<file path="src/rtl/circle_pkg.sv">
// Shared types and constants for the circle sequencer.
package circle_pkg;

  typedef enum logic [1:0] {
    StIdle,
    StRun,
    StPause
  } state_e;

  localparam int unsigned SpeedW = 2;
  localparam logic [SpeedW-1:0] SpeedMax = 2'd3;

endpackage

</file>
<file path="src/rtl/circle_seq_tick_gen.sv">
// Prescaler: counts enabled cycles and flags the cycle that reaches the limit.
module tick_gen #(
  parameter int unsigned CntW = 24
) (
  input  logic            clk_i,
  input  logic            rst_i,
  input  logic            enable_i,
  input  logic            clear_i,
  input  logic [CntW-1:0] limit_i,
  output logic            tick_o
);

  logic [CntW-1:0] cnt_q, cnt_d;

  // >= rather than == so a lowered limit fires at once instead of wrapping around.
  assign tick_o = enable_i && !clear_i && (cnt_q >= limit_i - 1'b1);

  always_comb begin
    cnt_d = cnt_q;
    if (clear_i || tick_o) begin
      cnt_d = '0;
    end else if (enable_i) begin
      cnt_d = cnt_q + 1'b1;
    end
  end

  always_ff @(posedge clk_i or posedge rst_i) begin
    if (rst_i) begin
      cnt_q <= '0;
    end else begin
      cnt_q <= cnt_d;
    end
  end

endmodule

</file>
<file path="src/rtl/circle_seq.sv">
// Run/pause/idle sequencer that paces a segment around a ring of 7-segment digits
// and counts completed laps.
module circle_seq
  import circle_pkg::*;
#(
  parameter int unsigned NUM_OF_DISPLAYS = 6,
  parameter int unsigned BASE_DIV        = 5_000_000,
  parameter int unsigned LAP_W           = 8
) (
  input  logic              clk_i,
  input  logic              rst_i,
  input  logic              start_i,
  input  logic              stop_i,
  input  logic              speed_up_i,
  input  logic              speed_dn_i,
  output logic              step_o,
  output logic              run_o,
  output logic [SpeedW-1:0] speed_o,
  output logic              lap_o,
  output logic [LAP_W-1:0]  lap_cnt_o
);

  localparam int unsigned CntW    = $clog2(BASE_DIV) + 1;
  localparam int unsigned StepMod = 2 * NUM_OF_DISPLAYS;
  localparam int unsigned StepW   = $clog2(StepMod);
  localparam logic [CntW-1:0]  BaseDiv  = CntW'(BASE_DIV);
  localparam logic [StepW-1:0] StepLast = StepW'(StepMod - 1);

  state_e            state_q, state_d;
  logic [SpeedW-1:0] speed_q, speed_d;
  logic [StepW-1:0]  step_cnt_q, step_cnt_d;
  logic [LAP_W-1:0]  lap_cnt_q, lap_cnt_d;
  logic              step_q, lap_q, lap_d;
  logic              tick, tick_en, tick_clr;
  logic [CntW-1:0]   limit;

  assign limit    = BaseDiv >> speed_q;
  // The cycle that samples stop_i already belongs to the pause.
  assign tick_en  = (state_q == StRun) && !stop_i;
  assign tick_clr = (state_d == StIdle);

  tick_gen #(
    .CntW(CntW)
  ) u_tick_gen (
    .clk_i    (clk_i),
    .rst_i    (rst_i),
    .enable_i (tick_en),
    .clear_i  (tick_clr),
    .limit_i  (limit),
    .tick_o   (tick)
  );

  always_comb begin
    state_d = state_q;
    unique case (state_q)
      StIdle:  if (start_i && !stop_i) state_d = StRun;
      StRun:   if (stop_i) state_d = StPause;
      StPause: begin
        if (stop_i) begin
          state_d = StIdle;
        end else if (start_i) begin
          state_d = StRun;
        end
      end
      default: state_d = StIdle;
    endcase
  end

  always_comb begin
    speed_d = speed_q;
    if (speed_up_i && !speed_dn_i && (speed_q != SpeedMax)) begin
      speed_d = speed_q + 1'b1;
    end else if (speed_dn_i && !speed_up_i && (speed_q != '0)) begin
      speed_d = speed_q - 1'b1;
    end
  end

  always_comb begin
    step_cnt_d = step_cnt_q;
    lap_cnt_d  = lap_cnt_q;
    lap_d      = 1'b0;
    if (tick_clr) begin
      step_cnt_d = '0;
      lap_cnt_d  = '0;
    end else if (tick) begin
      if (step_cnt_q == StepLast) begin
        step_cnt_d = '0;
        lap_cnt_d  = lap_cnt_q + 1'b1;
        lap_d      = 1'b1;
      end else begin
        step_cnt_d = step_cnt_q + 1'b1;
      end
    end
  end

  always_ff @(posedge clk_i or posedge rst_i) begin
    if (rst_i) begin
      state_q    <= StIdle;
      speed_q    <= '0;
      step_cnt_q <= '0;
      lap_cnt_q  <= '0;
      step_q     <= 1'b0;
      lap_q      <= 1'b0;
    end else begin
      state_q    <= state_d;
      speed_q    <= speed_d;
      step_cnt_q <= step_cnt_d;
      lap_cnt_q  <= lap_cnt_d;
      step_q     <= tick;
      lap_q      <= lap_d;
    end
  end

  assign step_o    = step_q;
  assign run_o     = (state_q == StRun);
  assign speed_o   = speed_q;
  assign lap_o     = lap_q;
  assign lap_cnt_o = lap_cnt_q;

endmodule
</file>
<file path="config.mk">
export PLATFORM = sky130hd
export DESIGN_NAME = circle_seq
export DESIGN_NICKNAME = d
export VERILOG_FILES = /design/src/rtl/circle_pkg.sv /design/src/rtl/circle_seq_tick_gen.sv /design/src/rtl/circle_seq.sv
export SDC_FILE = /design/constraint.sdc
export NUM_CORES = 1
export LEC_CHECK = 0
export ABC_AREA = 1
export CAP_MARGIN = 20
export CORE_MARGIN = 3
export CORE_UTILIZATION = 50
export DETAILED_ROUTE_END_ITERATION = 6
export GPL_TIMING_DRIVEN = 0
export HOLD_SLACK_MARGIN = 0.12
export MAX_ROUTING_LAYER = met4
export PLACE_DENSITY = 0.71
export SYNTH_ARGS = -nofsm -noshare
export SYNTH_HDL_FRONTEND = slang
export SYNTH_SLANG_ARGS = --single-unit
export TNS_END_PERCENT = 1
</file>
<file path="constraint.sdc">
create_clock -name clk_i -period 2.3 [get_ports clk_i]
set_clock_uncertainty 0.05 [all_clocks]
set_input_delay 0.69 -clock clk_i [delete_from_list [all_inputs] [get_ports clk_i]]
set_output_delay 0.69 -clock clk_i [all_outputs]
set_load 0.05 [all_outputs]
</file>
==> results of run 1 <==
==> power breakdown <==
group | switching (W) | leakage (nW) | internal, W
clock network | 0.000251 | 0.0438 | 0.000204
logic | 0.000799 | 1.35 | 0.000554
registers | 0.0000916 | 0.577 | 0.000787
total | 0.00114 | 1.97 | 0.00154
==> registers in the layout (all words and copies together) (netlist names) <==
name              cells
lap_cnt_o             8
lap_o                 1
speed_o               2
state_q               2
step_cnt_q            4
step_o                1
u_tick_gen.cnt_q     24
==> layout by cell type, fill, tap and decap left out, drive strengths merged <==
cell           netlist  routed
nand3               24      24
nand2b               1       1
a21o                 2       2
o21bai               2       2
ha                  32      32
buf                  6      13
dlymetal6s2s         0       3
and3                 1       1
nor2                52      52
nor3b                1       1
clkbuf               1       7
nor3                19      19
a21oi               13      13
clkinv               0       2
or2                  2       2
a31o                 1       1
dlygate4sd2          0       7
dfrtp               42      42
nand2              133     133
clkdlybuf4s50        0       8
xor2                17      17
nand3b               2       2
xnor2                2       2
nand4               13      13
conb                 1       1
o21ai                6       6
inv                 61      61
==> repair_timing <==
| action | 4_1_cts | 5_1_grt |
|---|---|---|
| cloned | 0 | 1 |
| setup endpoints to repair | 44 | 41 |
| buffers inserted | 2 | 4 |
| resized for setup | 13 | 48 |
| pin swaps | 1 | 21 |
==> cell type report <==
cell class	instances	area share, %
Multi-Input combinational cell	324	53.2
Sequential cell	42	27.3
Timing Repair Buffer	26	6.94
Inverter	61	6.30
Tap cell	75	2.42
Clock buffer	5	1.78
Buffer	7	1.74
Clock inverter	2	0.258
==> layer usage <==
layer	GRT usage [%]	wire [um]	share of wire [%]
met1	27.9	3210	43
met2	36.7	3840	51
met3	2.82	363	4.8
met4	5.61	142	1.9
met5	-	0	0
==> stage by stage <==
| stage | hold slack (ns) | util (%) | setup slack (ns) | cells | area, sq um |
|---|---|---|---|---|---|
| 6_report | 0.492 | 64.3 | -0.137 | 542 | 3870 |
| 5_1_grt | 0.525 | 64.3 | -0.253 | 542 | 3870 |
| 4_1_cts | 0.481 | 59.5 | -0.109 | 537 | 3590 |
| 3_5_place_dp | 0.459 | 57.8 | -0.200 | 528 | 3480 |
| 3_3_place_gp | 0.450 | 57.4 | -0.609 | 527 | 3460 |
| 2_1_floorplan | 0.445 | - | 0.00844 | 434 | 3190 |
==> final timing paths <==
check	end	from	slack [ns]
max in group asynchronous	speed_o[0]	rst_i	1.12
setup reg to reg	u_tick_gen.cnt_q[5]	speed_o[1]	-0.14
hold reg to reg	step_cnt_q[1]	step_cnt_q[1]	0.49
min in group asynchronous	lap_cnt_o[2]	rst_i	0.60
hold / removal	step_cnt_q[1]	step_cnt_q[1]	0.49
setup / recovery	u_tick_gen.cnt_q[5]	speed_o[1]	-0.14
==> cells by family (layout without fill, tap and decap cells) <==
group,Yosys count,in the layout,synth area share (%)
AND/OR/NAND/NOR,248,248,35.4
buffers and inverters,68,101,8.90
flip-flops,42,42,33.4
adder cells (fa/ha/maj),32,32,12.7
AO/OA/AOI/OAI,24,24,4.25
XOR/XNOR,19,19,5.28
other,1,1,0.119
==> tightest hold or removal path: cells and delay by family (launching register included) <==
kind / cells / cell delay (ns)
DFF: 1 / 0.38
and+or+nand+nor: 2 / 0.14
==> flow_summary.toml, run 1 <==
[clock_tree]
path_clk_slew_ns = 0.08
clockBufferDepth = 2
hold_buffers = 0
cts_tree = "done"
clockRootBuffer = "clkbuf_8"
cts_made_buffers = 5
h-tree-depth = 2
clkSinkCount = 42
clkLatencyLatePin_ns = 0.29

[logic_synthesis]
synthCells = 434
synth_fp_nets = 472
synth_cell_types = 34
synth_commonest_cells = "126 x nand2_1, 57 x inv_1, 49 x nor2_1"
async_flop_share_pct = 100
synth-warning-count = 0
synthFlopType = "dfrtp_1"
yosysSeqAreaShare_pct = 33.4
synthTopCellsByArea = "dfrtp_1 33%, nand2_1 15%, ha_1 13%, inv_1 6.8%, nor2_1 5.8%"
syn_area_per_cell_sq_um = 7.26
synth_edf_count = 0
synth-seq-cells = 42
synth_area_leader_cell = "dfrtp_1"
synth_top_cell_area_share_pct = 33.4
syn_area_sq_um = 3150
synth_most_common_cell = "nand2_1"

[cells_and_area]
area_growth_syn_to_layout_pct = 23.0
multi_input_area_sq_um = 2060
drive_above_1_share_pct = 18.0
final-seq-area_sq_um = 1060
diodes = 0
fill_cells = 526
nets = 505

[critical_path]
cp_num_cells = 13
r2r_cells = 13
timing.critical_path.buf_inv = 3
cp_max_fo = 7
worst_ep_arrival_time_ns = 2.60
cpMostUsedCell = "nand2_1"
required_ns = 2.46
worstSetupStartpointType = "flip-flop"
crit_chain = "inv_6 > ha_4 > ha_1 > nand2_1 > inv_1 > nand2_1 > nand2_1 > a21oi_2 > nand3_4 > nand2_8 > nand2_8 > clkbuf_16 > nor3_1"
crit_slowest_cell = "dfrtp_4"
critical-path-top-delay-family = "simple AND/OR/NAND/NOR gates"
end_kind = "flip-flop"
crit_type = "reg -> reg"
slowest_delay_ns = 0.55

[die]
die_h_um = 85.4
dieArea_sq_um = 7290
ioPinCount = 19
rows = 28
initial_utilization_pct = 52.3
core_sq_um = 6030
die_w_um = 85.4

[outcome]
violations = "setup timing"
status = "finished, violations left"

[sta]
fin_ws_ns = -0.137
period_minus_slack_ns = 2.44
timing_hold_violations_final = 0
tightest_slew_ns = 0.530
max_freq_mhz = 410
slew_headroom_pct = 64.4
fin_crit_sh_pct = 106
setup_viol = 33
setup_tns_ns = -2.52
rsz0062_at_grt = "yes"
maxSlewViolCount = 0

[place]
port_buffers = 18
hpwl_mm = 5.48
globalplace.congestion = 0.845

[detailed_routing]
ant_nets = 0
first_iter_violations = 211
avgRoutedWirePerCell_um = 13.9
first_pass_iters = 5
drc = 0
routed_wl_mm = 7.55
via_count = 2839
via_per_inst = 5.24

[global_routing]
grt_pass1_vias = 2709
gr-total-overflow = 0
track_usage_pct = 21.8
grt_max_degree = 32
antenna_found_initial = 0
grt_pass1_wl_mm = 12.4

[pwr]
powerDensity_nw_per_um2 = 693
ir_worst_vdd_v = 0.000711
power.total_w = 0.00269
p_leak_nw = 1.97

[run]
maxCapViolations = 0

[min_path]
hold_class = "reg -> reg"
worstHoldPathCells = 2
No activity file was read; power rests on OpenSTA's default activity.
==> run 2: changes to the inputs <==
--- a/config.mk
+++ b/config.mk
@@ -10,7 +10,6 @@
 export CORE_MARGIN = 3
 export CORE_UTILIZATION = 50
 export DETAILED_ROUTE_END_ITERATION = 6
-export GPL_TIMING_DRIVEN = 0
 export HOLD_SLACK_MARGIN = 0.12
 export MAX_ROUTING_LAYER = met4
 export PLACE_DENSITY = 0.71
==> flow_summary.toml, run 2 (synthesis gave the netlist of run 1 again) <==
[clock_tree]
cts_made_buffers = 5
clkSinkCount = 42
hold_buffers = 0
h-tree-depth = 2
clockBufferDepth = 2
path_clk_slew_ns = 0.08
clockRootBuffer = "clkbuf_8"
cts_tree = "done"
clkLatencyLatePin_ns = 0.29

[outcome]
violations = "setup timing"
status = "finished, violations left"

[sta]
whs_ns = 0.473
timing_hold_violations_final = 0
period_minus_slack_ns = 2.37
slew_headroom_pct = 65.5
fin_ws_ns = -0.0696
maxSlewViolCount = 0
tightest_slew_ns = 0.513
setup_viol = 34
fin_crit_sh_pct = 103
max_freq_mhz = 422
rsz0062_at_grt = "yes"

[cells_and_area]
layout_commonest_cell = "nand2_1"
diodes = 0
area_growth_syn_to_layout_pct = 26.3
largest_reg_flops = 24
fill_cells = 528
nets = 513
utilization_pct = 66.0
final_area_sq_um = 3980
final_cell_mix = "118 x nand2_1, 48 x inv_1, 46 x nor2_1"
drive_above_1_share_pct = 22.3
top_register = "u_tick_gen.cnt_q"

[critical_path]
r2r_slack_ns = -0.07
worstSetupStartpointType = "flip-flop"
slowest_delay_ns = 0.54
cp_max_fo = 5
r2r_start = "speed_o[0]"
cpMostUsedCell = "nand2_1"
critical-path-top-delay-family = "simple AND/OR/NAND/NOR gates"
end_kind = "flip-flop"
r2r_cells = 15
timing.critical_path.buf_inv = 3
worst_ep_arrival_time_ns = 2.50
crit_type = "reg -> reg"
crit_chain = "inv_6 > ha_4 > inv_4 > ha_4 > nand2_1 > nand2_1 > nand2_1 > nand2_1 > a21oi_4 > nand3_4 > nand2_8 > nand2_8 > buf_6 > nand3_1 > nand2_1"
crit_slowest_cell = "dfrtp_4"
r2r_end = "lap_cnt_o[7]"
required_ns = 2.43

[die]
ioPinCount = 19
dieArea_sq_um = 7290
core_sq_um = 6030
initial_utilization_pct = 52.3
rows = 28
die_w_um = 85.4
die_h_um = 85.4

[min_path]
worstHoldPathCells = 2
hold_start = "lap_cnt_o[7]"
hold_class = "reg -> reg"
min_to = "lap_cnt_o[7]"

[detailed_routing]
drc = 0
wl_met3_um = 180
via_count = 2809
m1WireLength_mm = 3.37
routed_wl_mm = 7.39
ant_nets = 0
highest_layer = "met4"
avgRoutedWirePerCell_um = 13.4
via_per_inst = 5.11
first_pass_iters = 4
routed-wl-met2_mm = 3.74
first_iter_violations = 182

[place]
hpwl_mm = 5.42
dpl_cell_area_sq_um = 3560
port_buffers = 18
globalplace.congestion = 0.882
pre_cts_ws_ns = -0.172

[global_routing]
grt_pass1_wl_mm = 12.2
track_usage_pct = 21.3
gr-total-overflow = 0
antenna_found_initial = 0
grt_pass1_vias = 2669
grt_max_degree = 43

[pwr]
clkPwrFrac_pct = 20.4
p_leak_nw = 1.95
p_switching_w = 0.00116
swShare_pct = 39.9
p_seq_share_pct = 29.6
comb_power_share_pct = 50.0
powerDensity_nw_per_um2 = 731
ir_worst_vdd_v = 0.000798
p_int_w = 0.00175
power.total_w = 0.00291

[run]
maxCapViolations = 0
[run 2: through the flow]
| step | std cells | setup TNS, ns |
|---|---|---|
| global route | 550 | -6.41 |
| CTS | 548 | -0.245 |
| detailed placement | 539 | -4.94 |
| finish | 550 | -1.47 |
| floorplan | 434 | 0 |
| global placement | 539 | -3.06 |
[run 2: power by group through the flow]
| stage | Sequential, W | Clock [W] | Combinational, W |
|---|---|---|---|
| 6_report | 0.000860 | 0.000594 | 0.00145 |
| 2_1_floorplan | 0.000955 | 0 | 0.000638 |
| 3_3_place_gp | 0.000860 | 0 | 0.00108 |
| 3_5_place_dp | 0.000863 | 0 | 0.00112 |
| 5_1_grt | 0.000870 | 0.000647 | 0.00159 |
| 4_1_cts | 0.000853 | 0.000612 | 0.00122 |
[run 2: repair_timing]
action	in CTS	in global routing
setup buffers	2	2
endpoints found under the setup margin	37	38
gates resized for setup	21	33
pin swaps	4	18
[run 2: worst reg2reg max path: stages, from the launching register on]
cell and delay, ns:
dfrtp_4 0.54, inv_6 0.12, ha_4 0.24, inv_4 0.09, ha_4 0.20, nand2_1 0.06, nand2_1 0.04, nand2_1 0.05
nand2_1 0.08, a21oi_4 0.22, nand3_4 0.12, nand2_8 0.12, nand2_8 0.07, buf_6 0.14, nand3_1 0.06, nand2_1 0.05
[run 2: worst max path at each step]
stage,from,to,slack [ns],depth (start not counted)
2_1_floorplan,speed_o[0],lap_cnt_o[0],0.008,16
3_3_place_gp,speed_o[0],lap_cnt_o[7],-0.12,15
3_5_place_dp,speed_o[0],lap_cnt_o[3],-0.17,15
4_1_cts,speed_o[0],lap_cnt_o[3],-0.03,14
5_1_grt,speed_o[0],lap_cnt_o[7],-0.21,15
6_report,speed_o[0],lap_cnt_o[7],-0.07,15
[run 2: final cells by class]
cell class                 instances  area (sq um)  share of cell area [%]
multi-input combinational        324          2100                    52.8
sequential                        42          1060                    26.6
timing repair buffer              41           373                    9.37
inverter                          61           241                    6.07
tap                               75          93.8                    2.36
clock buffer                       6          82.6                    2.08
clock inverter                     1          30.0                   0.755
[run 2: per-layer routing]
layer / GRT usage [%] / vias to the layer above
met4: 4.60 / 0
met3: 2.33 / 9
met2: 35.9 / 47
met5: - / -
li1: - / 1448
met1: 27.7 / 1305
==> run 3: changes to the inputs <==
--- a/config.mk
+++ b/config.mk
@@ -9,6 +9,7 @@
 export CAP_MARGIN = 20
 export CORE_MARGIN = 3
 export CORE_UTILIZATION = 50
+export CTS_CLUSTER_SIZE = 16
 export DETAILED_ROUTE_END_ITERATION = 6
 export HOLD_SLACK_MARGIN = 0.12
 export MAX_ROUTING_LAYER = met4
==> results of run 3 <==
Final layout, timing and power as in run 2 (identical DEF).
